===== config.mk =====
export PLATFORM = sky130hd
export DESIGN_NAME = apb_master_bridge
export DESIGN_NICKNAME = d
export VERILOG_FILES = /design/src/rtl/apb_master_bridge.sv
export SDC_FILE = /design/constraint.sdc
export NUM_CORES = 1
export LEC_CHECK = 0
export CAP_MARGIN = 20
export CELL_PAD_IN_SITES_DETAIL_PLACEMENT = 0
export CELL_PAD_IN_SITES_GLOBAL_PLACEMENT = 1
export CORE_UTILIZATION = 30
export CTS_BUF_LIST = sky130_fd_sc_hd__clkbuf_4 sky130_fd_sc_hd__clkbuf_8 sky130_fd_sc_hd__clkbuf_16
export DETAILED_ROUTE_END_ITERATION = 12
export GPL_TIMING_DRIVEN = 1
export PLACE_DENSITY_LB_ADDON = 0.15
export SETUP_SLACK_MARGIN = 0.15
export SYNTH_ARGS = -nofsm -noshare
export SYNTH_HDL_FRONTEND = slang
export SYNTH_SLANG_ARGS = --single-unit

===== constraint.sdc =====
create_clock -name pclk -period 2.5 [get_ports pclk]
set_input_delay 0.25 -clock pclk [delete_from_list [all_inputs] [get_ports pclk]]
set_output_delay 0.25 -clock pclk [all_outputs]
set_load 0.005 [all_outputs]

===== src/rtl/apb_master_bridge.sv =====
// APB3/APB4 requester bridge.
// Converts single-beat command requests into APB SETUP/ACCESS transfers,
// honours completer wait states, returns read data and error status, and
// aborts with a timeout error when the completer stalls too long.
// One transfer is outstanding at a time.
module apb_master_bridge #(
  parameter int ADDR_W  = 32,
  parameter int DATA_W  = 32,
  parameter int TIMEOUT = 16,  // ACCESS cycles with pready low before abort; 0 disables
  parameter int TO_W    = 8    // wait counter width; must hold TIMEOUT
) (
  input  logic                pclk,
  input  logic                presetn,
  // command side
  input  logic                cmd_valid,
  output logic                cmd_ready,
  input  logic                cmd_write,
  input  logic [ADDR_W-1:0]   cmd_addr,
  input  logic [DATA_W-1:0]   cmd_wdata,
  input  logic [DATA_W/8-1:0] cmd_strb,
  input  logic [2:0]          cmd_prot,
  // response side
  output logic                rsp_valid,
  output logic [DATA_W-1:0]   rsp_rdata,
  output logic                rsp_err,
  output logic                rsp_timeout,
  output logic                busy,
  // APB requester
  output logic                psel,
  output logic                penable,
  output logic                pwrite,
  output logic [ADDR_W-1:0]   paddr,
  output logic [DATA_W-1:0]   pwdata,
  output logic [DATA_W/8-1:0] pstrb,
  output logic [2:0]          pprot,
  input  logic                pready,
  input  logic                pslverr,
  input  logic [DATA_W-1:0]   prdata
);

  typedef enum logic [1:0] {
    ST_IDLE   = 2'd0,
    ST_SETUP  = 2'd1,
    ST_ACCESS = 2'd2
  } state_t;

  // Abort fires at the end of the TIMEOUT-th stalled ACCESS cycle, i.e. when
  // the counter of previously stalled cycles equals TIMEOUT-1.
  localparam bit            TO_EN   = (TIMEOUT > 0);
  localparam logic [TO_W-1:0] TO_LAST = TO_W'((TIMEOUT > 0) ? TIMEOUT - 1 : 0);
  localparam logic [TO_W-1:0] TO_MAX  = '1;

  state_t              r_state;
  logic [TO_W-1:0]     r_wait_cnt;
  logic                r_psel;
  logic                r_penable;
  logic                r_pwrite;
  logic [ADDR_W-1:0]   r_paddr;
  logic [DATA_W-1:0]   r_pwdata;
  logic [DATA_W/8-1:0] r_pstrb;
  logic [2:0]          r_pprot;
  logic                r_rsp_valid;
  logic [DATA_W-1:0]   r_rsp_rdata;
  logic                r_rsp_err;
  logic                r_rsp_timeout;

  // Transfer sequencer: phase state, APB request registers and response registers.
  always_ff @(posedge pclk or negedge presetn) begin
    // NOTE: the address/data holding registers are reset too, because every
    // output must read 0 while in reset; plain storage arrays would not need it.
    if (!presetn) begin
      r_state       <= ST_IDLE;
      r_wait_cnt    <= '0;
      r_psel        <= 1'b0;
      r_penable     <= 1'b0;
      r_pwrite      <= 1'b0;
      r_paddr       <= '0;
      r_pwdata      <= '0;
      r_pstrb       <= '0;
      r_pprot       <= '0;
      r_rsp_valid   <= 1'b0;
      r_rsp_rdata   <= '0;
      r_rsp_err     <= 1'b0;
      r_rsp_timeout <= 1'b0;
    end else begin
      // NOTE: non-blocking assignments throughout, so every register sees the
      // pre-edge values of the others; this default makes rsp_valid a 1-cycle pulse.
      r_rsp_valid <= 1'b0;
      case (r_state)
        ST_IDLE: begin
          if (cmd_valid) begin
            r_pwrite   <= cmd_write;
            r_paddr    <= cmd_addr;
            r_pwdata   <= cmd_wdata;
            r_pstrb    <= cmd_write ? cmd_strb : '0;
            r_pprot    <= cmd_prot;
            r_wait_cnt <= '0;
            r_psel     <= 1'b1;
            r_state    <= ST_SETUP;
          end
        end

        ST_SETUP: begin
          r_penable <= 1'b1;
          r_state   <= ST_ACCESS;
        end

        ST_ACCESS: begin
          if (pready) begin
            r_rsp_rdata   <= r_pwrite ? '0 : prdata;
            r_rsp_err     <= pslverr;
            r_rsp_timeout <= 1'b0;
            r_rsp_valid   <= 1'b1;
            r_psel        <= 1'b0;
            r_penable     <= 1'b0;
            r_state       <= ST_IDLE;
          end else if (TO_EN && (r_wait_cnt == TO_LAST)) begin
            r_rsp_rdata   <= '0;
            r_rsp_err     <= 1'b1;
            r_rsp_timeout <= 1'b1;
            r_rsp_valid   <= 1'b1;
            r_psel        <= 1'b0;
            r_penable     <= 1'b0;
            r_state       <= ST_IDLE;
          end else if (r_wait_cnt != TO_MAX) begin
            // Saturate rather than wrap so a disabled timeout never aliases.
            r_wait_cnt <= r_wait_cnt + 1'b1;
          end
        end

        default: begin
          r_psel    <= 1'b0;
          r_penable <= 1'b0;
          r_state   <= ST_IDLE;
        end
      endcase
    end
  end

  // Handshake flags decode directly from the state register.
  assign cmd_ready   = (r_state == ST_IDLE);
  assign busy        = (r_state != ST_IDLE);

  assign psel        = r_psel;
  assign penable     = r_penable;
  assign pwrite      = r_pwrite;
  assign paddr       = r_paddr;
  assign pwdata      = r_pwdata;
  assign pstrb       = r_pstrb;
  assign pprot       = r_pprot;

  assign rsp_valid   = r_rsp_valid;
  assign rsp_rdata   = r_rsp_rdata;
  assign rsp_err     = r_rsp_err;
  assign rsp_timeout = r_rsp_timeout;

endmodule


## Word-level counts from Yosys, hierarchy flattened

Index checks and enable logic that the tools add are counted.

| storage, ports and cells | value |
|---|---|
| flip-flop bits (word level) | 119 |
| input port bits | 109 |
| word-level logic and storage cells | 59 |

| cells by class | value |
|---|---|
| add/subtract/negate cells | 1 |
| equality and inequality tests | 9 |
| multiplexer cells | 24 |
| bitwise logic cells | 2 |
| reductions and logical operators | 10 |

Operators with widths:

| cell | count |
|---|---|
| $mux 32 | 3 |
| $mux 8 | 4 |
| $pmux 8 s2 | 1 |
| $mux 1 | 9 |
| $add 8x1->8 const B | 1 |
| $eq 8x4->1 const B | 1 |
| $ne 2x2->1 const B | 4 |
| $ne 8x8->1 const B | 1 |
| $reduce_and 2->1 | 4 |
| $mux 2 | 3 |
| $pmux 1 s3 | 2 |
| $pmux 2 s3 | 1 |
| $reduce_bool 2->1 | 3 |
| $reduce_and 5->1 | 1 |
| $mux 4 | 1 |
| $ne 3x3->1 const B | 1 |
| $reduce_and 3->1 | 1 |
| $eq 2x1->1 const B | 1 |
| $eq 2x2->1 const B | 1 |
| $logic_not 2->1 | 1 |
| $not 1->1 | 2 |

## Logic depth before layout (Yosys ltp)

Gate-level depths: netlist (run 1).

| logic depth | value |
|---|---|
| word-level depth | 5 |
| depth in mapped cells | 7 |
| gate-level depth less buffers | 5 |

## Least setup slack after synthesis (run 1)

No wires, ideal clock.

| timing path | value |
|---|---|
| path kind | register to register |
| start point | register r_wait_cnt[4] |
| end point | register r_rsp_rdata[10], in the netlist rsp_rdata[10] |
| arrival time | 1628 ps |
| path slack | 751 ps |
| cell stages (with the launch flop) | 6 |
| buffers on the path | 1 |
| clock period less this slack | 1749 ps |
| cells stage by stage | dfrtp_1 -> or4_4 -> nor2_1 -> o21ai_2 -> buf_6 -> a22o_1 |

| on the way | value |
|---|---|
| longest elaborated chain between the ends | 3 |

Ends and longest elaborated chain:

| item | line | text |
|---|---|---|
| start, declared | 54 | `logic [TO_W-1:0] r_wait_cnt;` |
| start signal, assigned | 127 | `r_wait_cnt <= r_wait_cnt + 1'b1;` |
| $eq 8x4->1 | 117 | `end else if (TO_EN && (r_wait_cnt == TO_LAST)) begin` |
| $reduce_bool 2->1 (no line) | n/a |  |
| $reduce_and 2->1 (no line) | n/a |  |
| end signal, assigned | 110 | `r_rsp_rdata <= r_pwrite ? '0 : prdata;` |
| end, declared | 63 | `logic [DATA_W-1:0] r_rsp_rdata;` |

Every way passes these cells.
A chain may end at the register's enable or synchronous reset.

## Final worst setup path (run 1)

| timing path | value |
|---|---|
| start point | register r_wait_cnt[4] |
| end point | register r_rsp_rdata[3], in the netlist rsp_rdata[3] |

The elaborated chain is that of the path after synthesis.

==> results.tsv, run 1 <==
stage	metric	value	unit
placed_design	HPWL after DPL	8930	um
yosys	YS warnings	0	
clocking	CTS tree	done	
grt	GRT Residual Overflow	0	
yosys	Mapped Nets	568	
run	max-cap violations	0	
clocking	CTS sink cnt	119	
worst_setup_path	delay-heaviest family, CP	simple AND/OR/NAND/NOR gates	
worst_setup_path	setup slack, reg-to-reg	0.58	ns
placed_design	PortBufs	219	
floorplan	Die Y	126	um
detailed_routing	Avg WL per Cell	14.9	um
worst_setup_path	crit path launch type	flop	
pwr	Leak	0.00361	uW
floorplan	initial core utilization	0.313	
floorplan	die width	126	um
yosys	Yosys cell types	33	
sta	Relative slew margins	0.553	
pwr	Peak supply drop	0.000493	V
sta	Final setup viols	0	
finish	ant diodes	0	
worst_setup_path	Arr. time, crit path	2.21	ns
sta	Peak Freq	521	MHz
sta	worst-margin pin slew	0.671	ns
finish	share of cells above drive strength 1	0.0719	
yosys	Seq/Total Area, Yosys	0.645	
worst_setup_path	worst r2r src	r_wait_cnt[4]	
yosys	Synth Register Bits	119	
sta	Setup Skew	0.00963	ns
detailed_routing	DRC errors left	0	
floorplan	I/O pins	220	
worst_setup_path	worst path bufs/invs	1	
floorplan	Core Area	14800	sq um
worst_setup_path	critical path's slowest cell	or4_4	
yosys	Mean Syn Cell Area	10.1	sq um
worst_setup_path	critical path class	reg2reg	
status	status	finished clean	
clocking	Setup Buffers After CTS	0	
worst_setup_path	Worst Setup End Kind	flop	
finish	Net count, final	792	
finish	post-route insts no fill	879	
clocking	clk_lat worst skew	0.41	ns
worst_setup_path	worst-path fanout max	34	
clocking	CTS Root Cell	clkbuf_16	
finish	Final Instance Area	7700	sq um
placed_design	gpl congestion	0.766	
worst_hold_path	hold endpoint	pwdata[20]	
worst_hold_path	worst hold stages	3	
worst_hold_path	HP Start	cmd_wdata[20]	
worst_setup_path	crit-path cells	or4_4, nor2_1, o21ai_2, buf_4, a22o_1	
pwr	Cell Pwr Density	1220	nW/um^2
clocking	H-tree levels	4	
detailed_routing	Pre-antenna DRT Iters	4	
clocking	Clock Path Buffers	2	
detailed_routing	Post-DRT Antenna Nets	0	
worst_setup_path	CP max stage delay	0.58	ns
yosys	Netlist Area Pre-Place	4620	sq um
sta	RSZ-0062 raised after global routing	no	
sta	Hold Slack	0.359	ns
sta	setup TNS	0	ns
placed_design	Placed Cells	846	
clocking	TritonCTS buffer count	17	
pwr	Pwr Total	9400	uW
grt	first-pass GRT wire length	21400	um
sta	Fin. Hold Viols	0	
floorplan	num rows	44	
yosys	post-synthesis cell count	458	
sta	fin. max-slew vios	0	
floorplan	Die Area	15900	sq um
detailed_routing	final WL	13100	um
sta	Final period util	0.767	
sta	fin crit period	1.92	ns
detailed_routing	initial drt markers	175	
grt	vias in the first global route	4026	
worst_setup_path	worst r2r dst	rsp_rdata[3]	
grt	All-Layer GR Usage	0.174	
grt	initial antenna violation count	0	
worst_hold_path	Worst Hold Class	in2reg	
worst_setup_path	FF-to-FF path depth	5	
worst_setup_path	Worst Path Required	2.79	ns
finish	Area growth syn-to-layout	66.8	%
placed_design	placed cell areas	6990	sq um
detailed_routing	routed vias/inst	4.55	
grt	largest net degree at the start of global routing	51	
detailed_routing	vias post-DR	3999	
clocking	clk slew on worst S/H paths	0.06	ns
==> metrics by stage <==
step           utilization  setup slack (ns)
2_1_floorplan            -             0.751
3_3_place_gp         0.474             0.405
3_5_place_dp         0.474             0.399
4_1_cts              0.522             0.573
5_1_grt              0.522             0.470
6_report             0.522             0.582
==> state kept, by name, indices dropped and copies added (netlist names) <==
register     flops
rsp_timeout      1
pwrite           1
r_wait_cnt       8
psel             1
paddr           32
pstrb            4
rsp_err          1
pprot            3
r_state          2
rsp_rdata       32
pwdata          32
penable          1
rsp_valid        1
==> cell type report <==
cell class	instances	area, sq um
well taps	184	230
clock inverters	11	218
repair buffers	230	2290
fillers	1347	7050
inverters	5	31.3
multi-input cells	309	1480
clock buffers	21	480
flip-flops and latches	119	2980
==> worst register-to-register path, cell delays in order (launching register included) <==
cell and delay [ns]:
dfrtp_1 0.44, or4_4 0.58, nor2_1 0.18, o21ai_2 0.06, buf_4 0.24, a22o_1 0.29
==> power breakdown <==
group	switching [uW]	total, uW	internal [uW]
clock network	872	2850	1980
registers	454	3190	2740
logic	1360	3360	2000
==> routing by layer <==
metal | vias to the layer above | share of wire | track usage
met5 | - | 0 | 0
met4 | 0 | 0.012 | 0.0659
met3 | 15 | 0.085 | 0.0709
met2 | 152 | 0.45 | 0.266
met1 | 1888 | 0.45 | 0.220
li1 | 1944 | - | -
==> worst max-delay path by stage <==
stage,start,endpoint,cells after the start
after floorplan,r_wait_cnt[4],rsp_rdata[10],5
after global placement,pready,r_wait_cnt[6],5
after detailed placement,pready,r_wait_cnt[6],5
after CTS,r_wait_cnt[4],rsp_rdata[11],5
after global routing,r_wait_cnt[4],rsp_rdata[19],5
final,r_wait_cnt[4],rsp_rdata[3],5
==> layout by cell type (no fill, tap or decap), types with 2 or more instances in the layout <==
cell	count
a21oi_1	11
a22o_1	32
a311oi_1	2
buf_4	10
bufinv_16	6
clkbuf_16	17
clkbuf_8	4
clkdlybuf4s50_1	218
clkinvlp_4	5
dfrtp_1	119
inv_1	4
nand2_1	220
nand2b_1	3
nand3_1	6
nor2_1	6
nor3b_1	2
o211ai_1	2
o21ai_0	3
o31ai_1	2
or4_1	4
==> cells in the mapped netlist, drive strengths merged <==
master	number	area (sq um)
a22o	32	280
and4	1	8.76
nor3b	2	15.0
inv	4	15.0
nand2b	3	18.8
or3b	1	8.76
o21ba	1	10.0
a21oi	11	55.1
buf	14	95.1
mux2i	1	10.0
o2111ai	1	8.76
or4	5	41.3
o31ai	2	15.0
clkinv	1	16.3
dfrtp	119	2980
a311oi	2	17.5
nand2	220	826
o211ai	2	15.0
nand3	6	30.0
a211oi	1	7.51
nor2b	1	6.26
clkbuf	11	41.3
nor4	1	6.26
o21ai	5	28.8
and3	1	6.26
nand4	1	6.26
ha	1	12.5
nor2	8	37.5
==> repair_timing <==
action,in CTS,in global routing
endpoints found under the setup margin,0,0
gates resized for setup,0,0
hold buffers,1,0
endpoints found under the hold margin,46,0
==> cell families (layout without fill, tap and decap cells) <==
logic type,Yosys count,count (layout),share of synthesized area
compound gates,57,57,0.0948
flops,119,119,0.645
mux,1,1,0.00217
simple gates,250,250,0.219
buf+inv,30,267,0.0363
fa+ha+maj,1,1,0.00271
Note: power is estimated with default switching activity, not from simulation.
==> run 2: changes to the inputs <==
clock period = 2 ns   (was 2.5 ns; I/O delays follow)
==> run 2 against run 1 <==
- non-clock buffer count increased by 6
- sequential cell count unchanged
- highest routed layer unchanged
- design area increased by 0.16%
- clock power increased by 6%
- clock skew decreased by 0.0029 ns
- register-to-register slack got worse by 0.35 ns
- critical path type is now reg2out
- core utilization increased by 0.085 points
- hold slack got worse by 0.057 ns
- final cell count increased by 0.34%
- largest power group unchanged
- clock-buffer cell count increased by 5
- via count increased by 0.48%
- critical path depth decreased by 3
==> results.tsv, run 2 (synthesized netlist as in run 1, its figures left out) <==
stage	metric	value	unit	change
floorplan	Core Area	14800	sq um	unchanged
finish	Final Util	0.523		+0.000848
clocking	Clock Path Buffers	2		unchanged
worst_setup_path	Arr. time, crit path	1.57	ns	-0.64 ns
run	max-cap violations	0		unchanged
detailed_routing	initial drt markers	230		+31%
detailed_routing	Post-DRT Antenna Nets	0		unchanged
detailed_routing	Pre-antenna DRT Iters	5		+1
worst_setup_path	Worst Setup End Kind	output pin		
worst_setup_path	Worst Path Required	1.80	ns	-0.99 ns
grt	GRT Residual Overflow	0		unchanged
grt	largest net degree at the start of global routing	59		+16%
pwr	Pwr Total	11300	uW	+20%
worst_setup_path	critical path class	reg2out		
placed_design	PortBufs	219		unchanged
clocking	CTS sink cnt	119		unchanged
grt	vias in the first global route	4017		-0.22%
floorplan	num rows	44		unchanged
finish	share of cells above drive strength 1	0.0802		+0.00829
finish	commonest cells after routing, fill and taps aside	220 x nand2_1, 218 x clkdlybuf4s50_1, 118 x dfrtp_1		
placed_design	placed cell areas	7070	sq um	+1.1%
clocking	CTS tree	done		
clocking	H-tree levels	4		unchanged
finish	ant diodes	0		unchanged
clocking	clk_lat worst skew	0.40	ns	about the same
finish	Seq. cell area	2980	sq um	about the same
finish	Final Instance Area	7710	sq um	+0.16%
finish	Area growth syn-to-layout	67.1	%	
detailed_routing	Avg WL per Cell	14.7	um	-1.4%
worst_setup_path	setup slack, reg-to-reg	0.23	ns	-0.35 ns
finish	footprint of the multi-input gates	1500	sq um	+1.4%
floorplan	die width	126	um	unchanged
sta	setup TNS	0	ns	unchanged
sta	Relative slew margins	0.674		+0.122
clocking	TritonCTS buffer count	17		unchanged
worst_setup_path	worst r2r dst	rsp_rdata[13]		
floorplan	initial core utilization	0.313		unchanged
sta	fin. max-slew vios	0		unchanged
detailed_routing	DRC errors left	0		unchanged
clocking	CTS Root Cell	clkbuf_16		
worst_setup_path	crit path launch type	flop		
worst_setup_path	crit-path cells	nor2_1, clkdlybuf4s50_1		
finish	commonest non-fill, non-tap cell in the layout	nand2_1		
sta	Peak Freq	564	MHz	
worst_setup_path	FF-to-FF path depth	5		unchanged
placed_design	gpl congestion	0.723		-5.6%
worst_setup_path	worst-path fanout max	8		-76%
floorplan	Die Y	126	um	unchanged
worst_hold_path	Worst Hold Class	in2async		
detailed_routing	routed vias/inst	4.56		+0.13%
floorplan	I/O pins	220		unchanged
sta	worst-margin pin slew	0.489	ns	-0.182 ns
sta	RSZ-0062 raised after global routing	yes		
worst_setup_path	worst r2r src	r_wait_cnt[5]		
placed_design	HPWL after DPL	8900	um	-0.42%
worst_setup_path	critical path's slowest cell	clkdlybuf4s50_1		
detailed_routing	final WL	12900	um	-1.0%
grt	initial antenna violation count	0		unchanged
floorplan	Die Area	15900	sq um	unchanged
worst_setup_path	CP max stage delay	0.53	ns	-0.05 ns
pwr	Peak supply drop	0.000721	V	+46%
status	status	finished clean		
pwr	Leak	0.00363	uW	+0.63%
grt	first-pass GRT wire length	21200	um	-0.97%
sta	Fin. Hold Viols	0		unchanged
finish	Net count, final	798		+0.76%
finish	fillcell total	1308		-2.9%
sta	Setup Skew	0.00668	ns	-0.00295 ns
sta	fin crit period	1.77	ns	
worst_setup_path	worst path bufs/invs	1		unchanged
worst_setup_path	delay-heaviest family, CP	buffers and inverters		
pwr	Cell Pwr Density	1460	nW/um^2	+20%
clocking	clk slew on worst S/H paths	0.05	ns	about the same
detailed_routing	vias post-DR	4018		+0.48%
grt	All-Layer GR Usage	0.171		-0.00268
sta	Final period util	0.887		
sta	Final setup viols	0		unchanged
## run 2: where the power goes
| part | internal, uW | switching (uW) |
|---|---|---|
| registers | 3430 | 567 |
| clock network | 2030 | 983 |
| logic | 2560 | 1700 |
## run 2: worst max-delay path by stage
stage,startpoint,to,depth (start not counted)
floorplan,r_wait_cnt[4],rsp_rdata[10],5
global placement,cmd_valid,r_wait_cnt[2],6
detailed placement,cmd_valid,r_wait_cnt[2],6
CTS,r_state[1],cmd_ready,2
global route,r_state[1],cmd_ready,2
finish,r_state[1],cmd_ready,2
## run 2: cell type report
| type | count | share of cell area |
|---|---|---|
| clock inverter | 3 | 0.00843 |
| inverter | 5 | 0.00406 |
| timing repair buffer | 236 | 0.309 |
| clock buffer | 26 | 0.0680 |
| multi-input combinational | 309 | 0.194 |
| tap | 184 | 0.0298 |
| sequential | 119 | 0.386 |
## run 2: stage by stage
step / hold WS [ns] / instances / worst slack (ns)
floorplan: -0.0956 / 458 / 0.251
global placement: 0.191 / 850 / 0.0786
detailed placement: 0.191 / 850 / 0.0811
CTS: 0.300 / 880 / 0.161
global route: 0.306 / 882 / 0.121
finish: 0.302 / 882 / 0.227
## run 2: what timing repair did
action                                 in CTS  in global routing
endpoints found under the hold margin      33                  0
setup endpoints to repair                   0                 35
buffers inserted                            0                  1
gates resized for setup                     0                  8
hold buffers                                1                  0
## run 2: per-layer routing
metal,GRT usage,part of all wire
met5,0,0
met4,0.0652,0.016
met3,0.0705,0.087
met2,0.257,0.45
met1,0.220,0.45
